==> src/rtl/snes_joy_pkg.sv <==
// rtl/snes_joy_pkg.sv - shared constants and types for the SNES controller-port emulator
package snes_joy_pkg;

  localparam int BTN_NUM  = 12;
  localparam int PAD_BITS = 16;
  localparam logic [3:0] PAD_ID = 4'b1111;

  localparam int BTN_B      = 0;
  localparam int BTN_Y      = 1;
  localparam int BTN_SELECT = 2;
  localparam int BTN_START  = 3;
  localparam int BTN_UP     = 4;
  localparam int BTN_DOWN   = 5;
  localparam int BTN_LEFT   = 6;
  localparam int BTN_RIGHT  = 7;
  localparam int BTN_A      = 8;
  localparam int BTN_X      = 9;
  localparam int BTN_L      = 10;
  localparam int BTN_R      = 11;

  typedef logic [BTN_NUM-1:0]  pad_btn_t;
  typedef logic [PAD_BITS-1:0] pad_word_t;

  // Serial word as the console sees it: low = pressed, ID nibble always released.
  function automatic pad_word_t pad_latch(input pad_btn_t eff);
    return {PAD_ID, ~eff};
  endfunction

endpackage

==> src/rtl/snes_joy_debounce.sv <==
// rtl/snes_joy_debounce.sv - 2-FF sync plus sampled two-agreement debounce for all buttons
module snes_joy_debounce #(
  parameter int WIDTH           = 24,
  parameter int DEBOUNCE_CYCLES = 21477
) (
  input  logic             clk,
  input  logic             reset,
  input  logic [WIDTH-1:0] raw,
  output logic [WIDTH-1:0] state
);

  localparam int CW = $clog2(DEBOUNCE_CYCLES);
  localparam logic [CW-1:0] TERM = CW'(DEBOUNCE_CYCLES - 1);

  logic [CW-1:0]    presc;
  logic             tick;
  logic [WIDTH-1:0] sync1;
  logic [WIDTH-1:0] sync2;
  logic [WIDTH-1:0] prev;
  logic [WIDTH-1:0] agree;

  assign tick  = (presc == TERM);
  assign agree = ~(sync2 ^ prev);

  always_ff @(posedge clk or posedge reset) begin
    if (reset) begin
      presc <= '0;
      sync1 <= '0;
      sync2 <= '0;
      prev  <= '0;
      state <= '0;
    end else begin
      sync1 <= raw;
      sync2 <= sync1;
      presc <= tick ? '0 : presc + CW'(1);
      if (tick) begin
        prev  <= sync2;
        // A bit only moves when this sample matches the previous one.
        state <= (sync2 & agree) | (state & ~agree);
      end
    end
  end

endmodule

==> src/rtl/snes_joy_serializer.sv <==
// rtl/snes_joy_serializer.sv - multi-pad SNES serial port emulator with debounce
// Optional turbo when SNES_JOY_TURBO_EN is defined.
module snes_joy_serializer
  import snes_joy_pkg::*;
#(
  parameter int NUM_PADS        = 2,
  parameter int DEBOUNCE_CYCLES = 21477,
  parameter int TURBO_DIV       = 4
) (
  input  logic                        clk,
  input  logic                        reset,
  input  logic [BTN_NUM*NUM_PADS-1:0] btn_in,
  input  logic [BTN_NUM*NUM_PADS-1:0] turbo_mask,
  input  logic                        joy_strb,
  input  logic [NUM_PADS-1:0]         joy_clk,
  output logic [NUM_PADS-1:0]         joy_di,
  output logic [BTN_NUM*NUM_PADS-1:0] btn_state
);

  localparam int W = BTN_NUM * NUM_PADS;

  logic [W-1:0] eff;

  snes_joy_debounce #(
    .WIDTH          (W),
    .DEBOUNCE_CYCLES(DEBOUNCE_CYCLES)
  ) u_debounce (
    .clk  (clk),
    .reset(reset),
    .raw  (btn_in),
    .state(btn_state)
  );

`ifdef SNES_JOY_TURBO_EN
  localparam int TW = $clog2(TURBO_DIV + 1);

  logic          strb_q;
  logic          strb_rise;
  logic [TW-1:0] turbo_cnt;
  logic          turbo_phase;

  assign strb_rise = joy_strb & ~strb_q;

  // Counter runs 1..TURBO_DIV; the phase flips at the start of a frame so
  // every strobe cycle of one frame reloads with the same phase.
  always_ff @(posedge clk or posedge reset) begin
    if (reset) begin
      strb_q      <= 1'b0;
      turbo_cnt   <= '0;
      turbo_phase <= 1'b0;
    end else begin
      strb_q <= joy_strb;
      if (strb_rise) begin
        if (turbo_cnt == TW'(TURBO_DIV)) begin
          turbo_cnt   <= TW'(1);
          turbo_phase <= ~turbo_phase;
        end else begin
          turbo_cnt <= turbo_cnt + TW'(1);
        end
      end
    end
  end

  assign eff = btn_state & ~(turbo_mask & {W{turbo_phase}});
`else
  logic turbo_unused;

  assign turbo_unused = ^turbo_mask;
  assign eff          = btn_state;
`endif

  for (genvar p = 0; p < NUM_PADS; p++) begin : g_pad
    pad_word_t sr;
    logic      clk_q;
    logic      clk_rise;

    assign clk_rise = joy_clk[p] & ~clk_q;

    // Strobe is level-sensitive and beats a coincident clock edge.
    always_ff @(posedge clk or posedge reset) begin
      if (reset) begin
        sr    <= '1;
        clk_q <= 1'b1;
      end else begin
        clk_q <= joy_clk[p];
        if (joy_strb) begin
          sr <= pad_latch(eff[BTN_NUM*p +: BTN_NUM]);
        end else if (clk_rise) begin
          sr <= {1'b0, sr[PAD_BITS-1:1]};
        end
      end
    end

    assign joy_di[p] = sr[0];
  end

endmodule

==> config.mk <==
export PLATFORM = sky130hd
export DESIGN_NAME = snes_joy_serializer
export DESIGN_NICKNAME = d
export VERILOG_FILES = /design/src/rtl/snes_joy_pkg.sv /design/src/rtl/snes_joy_debounce.sv /design/src/rtl/snes_joy_serializer.sv
export SDC_FILE = /design/constraint.sdc
export NUM_CORES = 1
export LEC_CHECK = 0
export CAP_MARGIN = 20
export CORE_ASPECT_RATIO = 0.7
export CORE_MARGIN = 1.5
export CORE_UTILIZATION = 55
export CTS_CLUSTER_DIAMETER = 80
export DETAILED_ROUTE_END_ITERATION = 7
export PLACE_DENSITY = 0.88
export RECOVER_POWER = 50
export SETUP_SLACK_MARGIN = 0.1
export SLEW_MARGIN = 20
export SYNTH_ARGS = -nofsm -noshare
export SYNTH_HDL_FRONTEND = slang
export SYNTH_SLANG_ARGS = --single-unit
==> constraint.sdc <==
create_clock -name clk -period 7.58 [get_ports clk]
set_input_delay 1.137 -clock clk [delete_from_list [all_inputs] [get_ports clk]]
set_output_delay 1.137 -clock clk [all_outputs]
set_load 0.05 [all_outputs]
==> impl_summary.txt <==
----------------------------------------------------
[STA]
  Post-route clock skew ... 6.57 ps
  Setup total negative slack ... 0 ps
  Hold_ws ... about 350 ps
  Time the final worst path needs with I/O delays and setup ... 3820 ps
  Final hold vios ... 0
  Post-route fraction of the period consumed by the critical path ... 0.504
  Transition at the pin with the smallest max-transition slack ... 2610 ps
  Max Clock Freq ... 262 MHz
  Relative slew margins ... -0.753
  Unrepaired setup endpoints after global routing ... false
  Setup violations, final ... 0
  Max-slew violation total from the final report ... between 100 and 150

[Drt]
  Number of optimization iterations in the first detailed-route pass ... 4
  Via-per-instance ratio ... 5.39
  Vias after detailed routing ... 3525
  DRC ... 0
  Initial drt markers ... 250
  Post-Route WL ... 9830 um
  Routed wire length per instance ... around 15 um
  ANT nets after route ... 0

[Synth]
  Area of the mapped netlist ... between 5000 and 6000 um^2
  Top area cells in the synthesized netlist ... sky130_fd_sc_hd__dfrtp_1, sky130_fd_sc_hd__dfstp_2, sky130_fd_sc_hd__a21oi_1
  Sequential share of the synthesized area ... 0.671
  Library cell with the largest summed area after synthesis ... sky130_fd_sc_hd__dfrtp_1
  Average instance area after synthesis ... 11.8 um^2
  Synth Flop Type ... sky130_fd_sc_hd__dfrtp_1
  Number of distinct library cells after synthesis ... 37
  Number of synthesized flops with an enable pin ... 0
  Register bit count reported by yosys ... around 150
  Gate count of the mapped netlist ... between 400 and 500
  Synthesis warning total ... 0
  Share of synthesized flip-flops with an asynchronous set or reset ... 1.00
  Total nets after synthesis ... 517
  Fraction of synthesized cell area taken by the top area cell type ... 0.508

[Run status]
  Status ... complete, but fails checks
  Violations in the final reports ... max-capacitance violations, max-slew violations

[Floorplanning]
  DIE AREA ... approximately 11000 um^2
  Initial core utilization ... 0.565
  Die outline width ... 122 um
  Number of top-level pins ... 79
  Row Count ... 30
  Core Area ... 9680 um^2
  Vertical die dimension ... 86.4 um

[Clock network]
  Root Driver ... sky130_fd_sc_hd__clkbuf_16
  CTS tree ... yes
  Number of buffers inserted by hold repair at cts ... 0
  Number of buffers created by CTS ... 17
  Insertion delay to the later sink of the worst-skew pair ... about 400 ps
  Clock-pin slew of the registers on the worst-case setup and hold paths ... 50 ps
  Gates resized, CTS repair ... 0
  Post-CTS setup buffer count ... 0
  Clock sink count ... 145
  CTS HTree Levels ... 4
  Buffer depth of the longest clock path ... 2

[Place]
  Standard cell area after detailed placement ... ~6100 um^2
  Number of I/O port buffers ... 54
  HPWL after DPL ... 6030 um
  Placer's final routability congestion estimate ... 0.827

[Finish]
  Layout filler cell count ... roughly 680
  Layout overhead on the synthesized area ... 20.0%
  Final layout net count ... 568
  Fin area ... 6560 um^2
  Leading cell type in the layout, fill and taps excluded ... sky130_fd_sc_hd__dfrtp_1
  Number of antenna cells inserted ... 0
  Layout cells sized above 1 ... 0.162
  Highest-count cells in the layout ignoring fill and taps ... sky130_fd_sc_hd__dfrtp_1, sky130_fd_sc_hd__a21oi_1, sky130_fd_sc_hd__dfstp_2

[Power]
  Cell leakage power ... 0.00268 uW
  Total power per unit cell area ... 244 nW/um^2
  IR Drop Worst-Case VDD ... 0.147 mV

[Critical path]
  Worst r2r path cells ... 5
  Required time worst endpoint ... 7970 ps
  Nature of the critical path startpoint ... input pin
  Crit. End Element ... asynchronous set/reset pin
  CP Data Arrival Time ... 4210 ps
  Critical path class ... in -> async
  Top fanout value on the critical path ... 83

[GRT]
  Global-route layer with the greatest usage ... met2
  Number of antenna violations at the first check in global routing ... 0
  Total global-route track usage ... 0.213
  First-pass GRT wire length ... 17200 um
  M1 GR Usage ... 0.268
  Met2 GRT Util ... 0.354
  Via count of the first global-routing pass ... 3745
  Met3 track demand over resource in global routing ... 0.0697
  Overall overflow remaining after global route ... 0
  Pin count of the biggest net entering global routing ... 84

[Job]
  Max-cap viol count ... 2

[Hold path]
  Number of cells on the worst hold path ... 0
  Min-Delay Path Class ... reg -> reg

----------------------------------------------------
[final timing paths]
path                                            from                    to  slack (ps)
worst min register to register  u_debounce.sync1[12]  u_debounce.sync2[12]         350
worst max register to register  u_debounce.presc[11]                  flop        4410
max in group clk                u_debounce.presc[11]                  flop        4410
worst max-delay path                           reset   u_debounce.presc[6]        3760
worst min-delay path            u_debounce.sync1[12]  u_debounce.sync2[12]         350
min in group asynchronous                      reset  u_debounce.sync1[16]        1910
[worst max-delay path, cell delays in order]
cell and delay, ps:
sky130_fd_sc_hd__dlygate4sd3_1 540, sky130_fd_sc_hd__clkinvlp_2 1490, sky130_fd_sc_hd__buf_4 980
[power by group]
| part | total [uW] | internal, uW | switching, uW |
|---|---|---|---|
| sequential | 813 | 801 | 11.6 |
| combinational | 50.6 | 20.2 | 30.4 |
| clock | 736 | 453 | 283 |
[per-stage QoR]
| step | util | total power [uW] | worst slack (ps) | cells |
|---|---|---|---|---|
| floorplan | - | 855 | 2600 | 462 |
| global placement | 0.627 | 876 | 4550 | 622 |
| detailed placement | 0.627 | 880 | 4500 | 622 |
| CTS | 0.681 | 1620 | 4670 | 654 |
| global route | 0.678 | 1660 | 3130 | 654 |
| finish | 0.678 | 1600 | 3760 | 654 |
[logic make-up after synthesis]
logic type      share of synthesized area
flops                               0.671
compound gates                      0.149
simple gates                       0.0849
buf+inv                            0.0460
mux                                0.0265
xor+xnor                           0.0176
fa+ha+maj                         0.00457
[per-layer routing]
| layer | vias to the layer above | wire length (um) |
|---|---|---|
| met4 | 0 | 112 |
| met2 | 79 | 4970 |
| li1 | 1669 | - |
| met1 | 1766 | 4290 |
| met3 | 11 | 454 |
| met5 | - | 0 |
[layout make-up]
type                       count  area, um^2  area share
timing repair buffer          57         551      0.0839
tap                          128         160      0.0244
clock buffer                  31         518      0.0789
sequential                   145        3670       0.559
clock inverter                 1        5.00    0.000762
inverter                      33         125      0.0191
multi-input combinational    259        1530       0.234
[synth_stat cells (all sizes together) (4+ instances only)]
cell type and number:
dfrtp 111, a21oi 73, o21ai 49, dfstp 34
inv 33, nand2 28, nor2 25, nor2b 16
clkbuf 15, a211oi 12, mux2 12, buf 10
xnor2 8, a211o 6, nand4 5, nand3 4
No activity file was read; power rests on OpenSTA's default activity.
